<file path="src/rtl/stall_ctrl.sv">
// -----------------------------------------------------------------------------
// stall_ctrl
// Pipeline stall/sequencing controller for the 5-stage CPU. It detects load-use
// hazards that forwarding cannot cover and sequences the multi-cycle iterative
// divider in EX. It also keeps a saturating stall-cycle counter and a sticky
// divider-timeout flag.
//
// State table
//   state    | meaning
//   RUN      | normal flow; a divide entering EX, or a load-use hazard, raises stall
//   DIV_BUSY | waiting for the divider to report ready, or for the timeout
//
// Ports
//   clk             in   rising-edge clock
//   rst             in   asynchronous, active-high reset
//   ex_is_load      in   EX holds a load
//   ex_we           in   EX instruction writes the regfile
//   ex_waddr        in   EX destination register
//   id_rs, id_rt    in   ID source registers
//   id_uses_rs/rt   in   ID instruction reads rs / rt
//   ex_is_div       in   EX holds div/divu
//   div_ready       in   divider result valid (single-cycle pulse)
//   stall           out  stall bus, bit k holds pipeline reg k (0 PC .. 5 WB)
//   div_start       out  one-cycle divider start pulse
//   busy            out  FSM is not in RUN
//   div_timeout_err out  sticky divider-timeout flag
//   stall_cnt       out  saturating count of cycles with stall != 0
// -----------------------------------------------------------------------------
module stall_ctrl #(
    parameter int STALL_W     = 6,
    parameter int DIV_TIMEOUT = 40,
    parameter int CNT_W       = 32
) (
    input  logic               clk,
    input  logic               rst,
    input  logic               ex_is_load,
    input  logic               ex_we,
    input  logic [4:0]         ex_waddr,
    input  logic [4:0]         id_rs,
    input  logic [4:0]         id_rt,
    input  logic               id_uses_rs,
    input  logic               id_uses_rt,
    input  logic               ex_is_div,
    input  logic               div_ready,
    output logic [STALL_W-1:0] stall,
    output logic               div_start,
    output logic               busy,
    output logic               div_timeout_err,
    output logic [CNT_W-1:0]   stall_cnt
);

    localparam int BC_W = (DIV_TIMEOUT > 2) ? $clog2(DIV_TIMEOUT) : 1;
    localparam logic [BC_W-1:0] BC_LAST = BC_W'(DIV_TIMEOUT - 1);

    // Load-use holds PC/IF/ID so a bubble enters EX; a divide also holds EX,
    // which bubbles MEM. MEM and WB are never held by this block.
    localparam logic [STALL_W-1:0] HOLD_LOAD = STALL_W'(4'b0111);
    localparam logic [STALL_W-1:0] HOLD_DIV  = STALL_W'(4'b1111);

    typedef enum logic {
        RUN      = 1'b0,
        DIV_BUSY = 1'b1
    } state_t;

    state_t            state_q, state_d;
    logic [BC_W-1:0]   busy_cnt_q, busy_cnt_d;
    logic              err_q, err_d;
    logic [CNT_W-1:0]  cnt_q, cnt_d;
    logic              load_use;

    // Purely combinational: once the bubble reaches EX the match disappears,
    // so no state is needed to end the stall.
    assign load_use = ex_is_load & ex_we & (ex_waddr != 5'd0) &
                      ((id_uses_rs & (id_rs == ex_waddr)) |
                       (id_uses_rt & (id_rt == ex_waddr)));

    always_comb begin
        state_d    = state_q;
        busy_cnt_d = busy_cnt_q;
        err_d      = err_q;
        stall      = '0;
        div_start  = 1'b0;
        busy       = 1'b0;
        case (state_q)
            RUN: begin
                // A divide wins over a simultaneous load-use hazard: its
                // stall pattern already covers PC/IF/ID.
                if (ex_is_div) begin
                    div_start  = 1'b1;
                    stall      = HOLD_DIV;
                    state_d    = DIV_BUSY;
                    busy_cnt_d = '0;
                end else if (load_use) begin
                    stall = HOLD_LOAD;
                end
            end
            DIV_BUSY: begin
                busy = 1'b1;
                // Ready on the timeout cycle still counts as a good result.
                if (div_ready) begin
                    state_d = RUN;
                end else if (busy_cnt_q == BC_LAST) begin
                    state_d = RUN;
                    err_d   = 1'b1;
                end else begin
                    stall      = HOLD_DIV;
                    busy_cnt_d = busy_cnt_q + BC_W'(1);
                end
            end
            default: begin
                state_d = RUN;
            end
        endcase
    end

    always_comb begin
        cnt_d = cnt_q;
        if ((|stall) && (cnt_q != '1)) begin
            cnt_d = cnt_q + CNT_W'(1);
        end
    end

    always_ff @(posedge clk or posedge rst) begin
        if (rst) begin
            state_q    <= RUN;
            busy_cnt_q <= '0;
            err_q      <= 1'b0;
            cnt_q      <= '0;
        end else begin
            state_q    <= state_d;
            busy_cnt_q <= busy_cnt_d;
            err_q      <= err_d;
            cnt_q      <= cnt_d;
        end
    end

    assign div_timeout_err = err_q;
    assign stall_cnt       = cnt_q;

endmodule

</file>
<file path="config.mk">
export PLATFORM = sky130hd
export DESIGN_NAME = stall_ctrl
export DESIGN_NICKNAME = d
export VERILOG_FILES = /design/src/rtl/stall_ctrl.sv
export SDC_FILE = /design/constraint.sdc
export NUM_CORES = 1
export LEC_CHECK = 0
export CORE_ASPECT_RATIO = 1.4
export CORE_MARGIN = 4
export CORE_UTILIZATION = 51
export DETAILED_ROUTE_END_ITERATION = 6
export GPL_TIMING_DRIVEN = 0
export HOLD_SLACK_MARGIN = 0.12
export PLACE_DENSITY_LB_ADDON = 0.05
export SLEW_MARGIN = 20
export SYNTH_ARGS = -nofsm -noshare
export SYNTH_HDL_FRONTEND = slang
export SYNTH_SLANG_ARGS = --single-unit
</file>
<file path="constraint.sdc">
create_clock -name clk -period 7.1 [get_ports clk]
set_input_delay 1.42 -clock clk [delete_from_list [all_inputs] [get_ports clk]]
set_output_delay 1.42 -clock clk [all_outputs]
set_load 0.02 [all_outputs]
</file>
# Word-level counts from Yosys, hierarchy flattened

Cells that the tools add are included.

Input bits: 23
Logic and storage cells: 41
Register bits after elaboration: 40

Add/subtract/negate cells: 2
Bitwise operators: 8
Reduce and logical (&&, ||, !) cells: 5
Equal/unequal tests: 7
Mux-type cells: 15

Operator list:

| kind                  | count |
|---|---|
| $add 32x1->32 const B | 1 |
| $ne 32x32->1 const B  | 1 |
| $pmux 6 s2            | 2 |
| $mux 6                | 3 |
| $mux 4                | 3 |
| $eq 5x5->1            | 2 |
| $add 6x1->6 const B   | 1 |
| $eq 6x6->1 const B    | 1 |
| $ne 2x2->1 const B    | 3 |
| $reduce_and 3->1      | 2 |
| $reduce_or 6->1       | 1 |
| $and 1x1->1           | 5 |
| $mux 1                | 5 |
| $reduce_bool 5->1     | 1 |
| $mux 3                | 1 |
| $not 1->1             | 2 |
| $pmux 1 s2            | 1 |
| $logic_and 1x1->1     | 1 |
| $or 1x1->1            | 1 |

# Depth between registers and ports, before layout

Depth after elaboration: 9
Gate-level depth with buffers: 8

# Worst setup path after synthesis

No wires, ideal clock.

Path kind: input-to-output
Start point: input port ex_is_div
End point: output port stall[1]
Required time: 5680 ps
Path slack: 2759 ps
Arrival: 2921 ps
Cell stages on the path: 7
Cells stage by stage: nor2b_1 > buf_2 > nand2b_1 > a21oi_1 > clkbuf_1 > inv_1 > buf_4

Cells in the longest elaborated chain, start to end: 2

RTL lines:

| item               | RTL line | RTL |
|---|---|---|
| start: declaration | 43       | `input logic ex_is_div,` |
| $mux 4             | 88       | `if (ex_is_div) begin` |
| $pmux 6 s2         | 84       | `case (state_q)` |
| end: declaration   | 45       | `output logic [STALL_W-1:0] stall,` |

Every way passes these cells. The select of a mux whose other input is x is not followed.

# Final worst setup path

Start point: input port ex_is_div
End point: output port stall[2]

Same word-level chain as after synthesis.

==> impl_metrics.yaml <==
synth:
  synth.avg_cell_area_um2: 10.2
  yosys.area.top_type_share: 0.461
  synth_top_area_cell: "dfrtp_1"
  synth_area_um2: 2170
  ys_ff_latch: 40
  netlist_top_cells_area: "dfrtp_1 (46%), xor2_1 (14%), xnor2_1 (4.8%), nor3_1 (4.6%), nand4_1 (3.2%)"
  syn_inst: 212
  seq_area_frac_synth: 0.461
  ys_warn_count: 0
  yosysUniqueCellTypes: 39
setup_path:
  regToRegEndpoint: "stall_cnt[4]$_DFFE_PP0P_"
  worstPathArrival_ns: 4.02
  crit_path_frequent_cell: "clkdlybuf4s50_1"
  cp_slowest_cell: "clkdlybuf4s50_1"
  worstSetupEndpointType: "output port"
  timing.rr.start: "stall_cnt[0]$_DFFE_PP0P_"
  critPathCapture: "stall[2]"
  critPathLaunchType: "input port"
  worst_ep_required_time_ns: 5.68
  cp.depth: 9
  critPathBufInv: 6
  path_delay_family: "buffers and inverters"
  r2r_slack_ns: 4.67
  reg2regPathDepth: 8
  slowest_delay_ns: 0.53
  worstSetupPathType: "input port to output port"
  crit_fanout: 10
  path_cells: "clkdlybuf4s50_1, nor2b_1, buf_2, nand2b_1, a21oi_1, clkbuf_1, inv_1, buf_4, clkdlybuf4s50_1"
  cp-startpoint: "ex_is_div"
sta:
  setup_violations: 0
  maxSlewViolCount: 0
  tightest_slew_ns: 0.604
  setup_tns_ns: 0
  slew_headroom: 0.594
  fin_worst_skew_ns: 0.0103
  rsz0062_at_grt: "no"
  period_share: 0.766
  min_period_ns: 5.44
  hold_viol: 0
  max_freq_mhz: 184
grt:
  gr-usage-all-layers: 0.195
  grt_max_degree: 35
  grt_pass1_vias: 1895
  gr-total-overflow: 0
  antenna_found_initial: 0
  grt_pass1_wl_mm: 8.58
clocking:
  clk_pin_slew_ns: 0.08
  clkSinkCount: 40
  cts_tree: "done"
  cts_max_level: 2
  ctsHoldBuffers: 0
  cts-root-buf: "clkbuf_8"
  cts_buffer_depth: 2
  post-cts-setup-buffers: 0
  insertion_delay_ns: 0.29
  numCtsBuffers: 5
  cts_resized: 0
die:
  start_util: 0.540
  coreArea_um2: 4020
  core.rowCount: 27
  die_h_um: 85.2
  dieArea_um2: 5380
  die_w_um: 63.1
  ioPinCount: 64
run_status:
  status: "complete, no violations"
hold_path:
  worstHoldPathType: "flop to flop"
  hp-start: "div_timeout_err$_DFFE_PP0P_"
cells_and_area:
  layout_common_cells: "clkdlybuf4s50_1 (61), dfrtp_1 (40), xor2_1 (34)"
  insertedDiodeCount: 0
  fill_cells: 323
  final_nets: 307
  layout.cells.non_filler: 326
  final_common_cell: "clkdlybuf4s50_1"
  drive_gt1_frac: 0.0883
  syn2layout_area_growth_pct: 36.2
drt:
  drt-initial-drc-count: 60
  drtPass1Iterations: 4
  drc: 0
  routedWlPerCell_um: 14.9
  vias: 1772
  viasPerCell: 5.44
  route.antenna.remaining_nets: 0
  totalWireLength_mm: 4.86
placement:
  dp_hpwl_mm: 3.77
  placedCellCount: 318
  place_congestion: 0.823
  io_buffers: 61
pwr:
  power_density_nw_per_um2: 234
  ir_drop_mv: 0.176
  p_leak_nw: 1.26
job:
  maxCapViolCount: 0
## Yosys cell counts
master	n
nand4_4	1
nor4b_1	6
nor4_1	5
o21bai_1	1
a21oi_1	1
mux2_2	1
xor2_1	34
nand2b_1	3
or3_1	1
conb_1	1
ha_1	2
buf_2	2
o22ai_1	1
nand3b_1	1
nor2b_1	1
a31o_2	1
a2111o_1	1
nor4_4	1
nor3_1	20
nand2_1	17
nand4_1	11
nor3_4	1
and2_1	2
o21ai_0	1
inv_1	4
clkbuf_1	2
buf_4	5
and3_1	1
and2_2	1
nand3_1	11
nor2_2	1
nor3b_1	2
a22o_1	1
nor2_1	11
buf_6	1
dfrtp_1	40
xnor2_1	12
a211oi_1	1
and4_1	3
## power breakdown
part	internal [mW]	total, mW	leakage (nW)	switching [mW]
registers	0.263	0.307	0.490	0.0442
clock network	0.0794	0.159	0.0516	0.0795
logic	0.111	0.225	0.716	0.114
## area by class of cell
| type | instances | area [um^2] | area share |
|---|---|---|---|
| Sequential cell | 40 | 1000 | 0.339 |
| Clock buffer | 6 | 82.6 | 0.0280 |
| Multi-Input combinational cell | 159 | 1090 | 0.369 |
| Timing Repair Buffer | 62 | 631 | 0.213 |
| Clock inverter | 2 | 13.8 | 0.00466 |
| Buffer | 10 | 66.3 | 0.0224 |
| Tap cell | 43 | 53.8 | 0.0182 |
| Inverter | 4 | 15.0 | 0.00508 |
## logic make-up (layout without fill, tap and decap cells)
kind of cell             Yosys count  in the layout  synth area share
XOR/XNOR                          46             46             0.186
AND/OR/NAND/NOR                  100            100             0.269
adder cells (fa/ha/maj)            2              2            0.0115
multiplexers                       1              1           0.00519
buffers and inverters             14             84            0.0375
AO/OA/AOI/OAI                      8              8            0.0277
flip-flops                        40             40             0.461
other                              1              2           0.00173
## per-layer routing
layer,wire length (um),part of all wire,track usage,vias up
met1,1990,0.41,0.218,855
met3,199,0.041,0.0477,4
met4,33,0.0068,0.0361,0
met2,2640,0.54,0.373,35
met5,0,0,0,-
li1,-,-,-,878
## stage by stage
stage / util / setup WS (ns) / power [mW] / area [um^2] / hold WS (ns)
final: 0.735 / 1.66 / 0.691 / 2950 / 0.474
after global routing: 0.735 / 1.47 / 0.732 / 2950 / 0.516
after CTS: 0.735 / 1.65 / 0.700 / 2950 / 0.484
after detailed placement: 0.711 / 1.66 / 0.539 / 2860 / 0.461
after global placement: 0.706 / 1.66 / 0.532 / 2840 / 0.458
after floorplan: - / 2.76 / 0.430 / 2170 / 0.498
## worst reg2reg max path: cells and delay by family, from the launching register on
family        cells  cell delay, ns
simple gates      5            1.28
flops             1            0.41
fa+ha+maj         1            0.23
buf+inv           1            0.23
xor+xnor          1            0.16
## worst min-delay path by stage
stage,to,cells past startpoint
final,div_timeout_err$_DFFE_PP0P_,1
after global routing,div_timeout_err$_DFFE_PP0P_,1
after CTS,div_timeout_err$_DFFE_PP0P_,1
after detailed placement,div_timeout_err$_DFFE_PP0P_,1
after global placement,div_timeout_err$_DFFE_PP0P_,1
after floorplan,busy_cnt_q[1]$_DFFE_PP0P_,2
## registers in the layout (all words and copies together), names as in the netlist
register         flops
div_timeout_err      1
busy_cnt_q           6
state_q              1
stall_cnt           32
(Power assumes the default switching activity.)
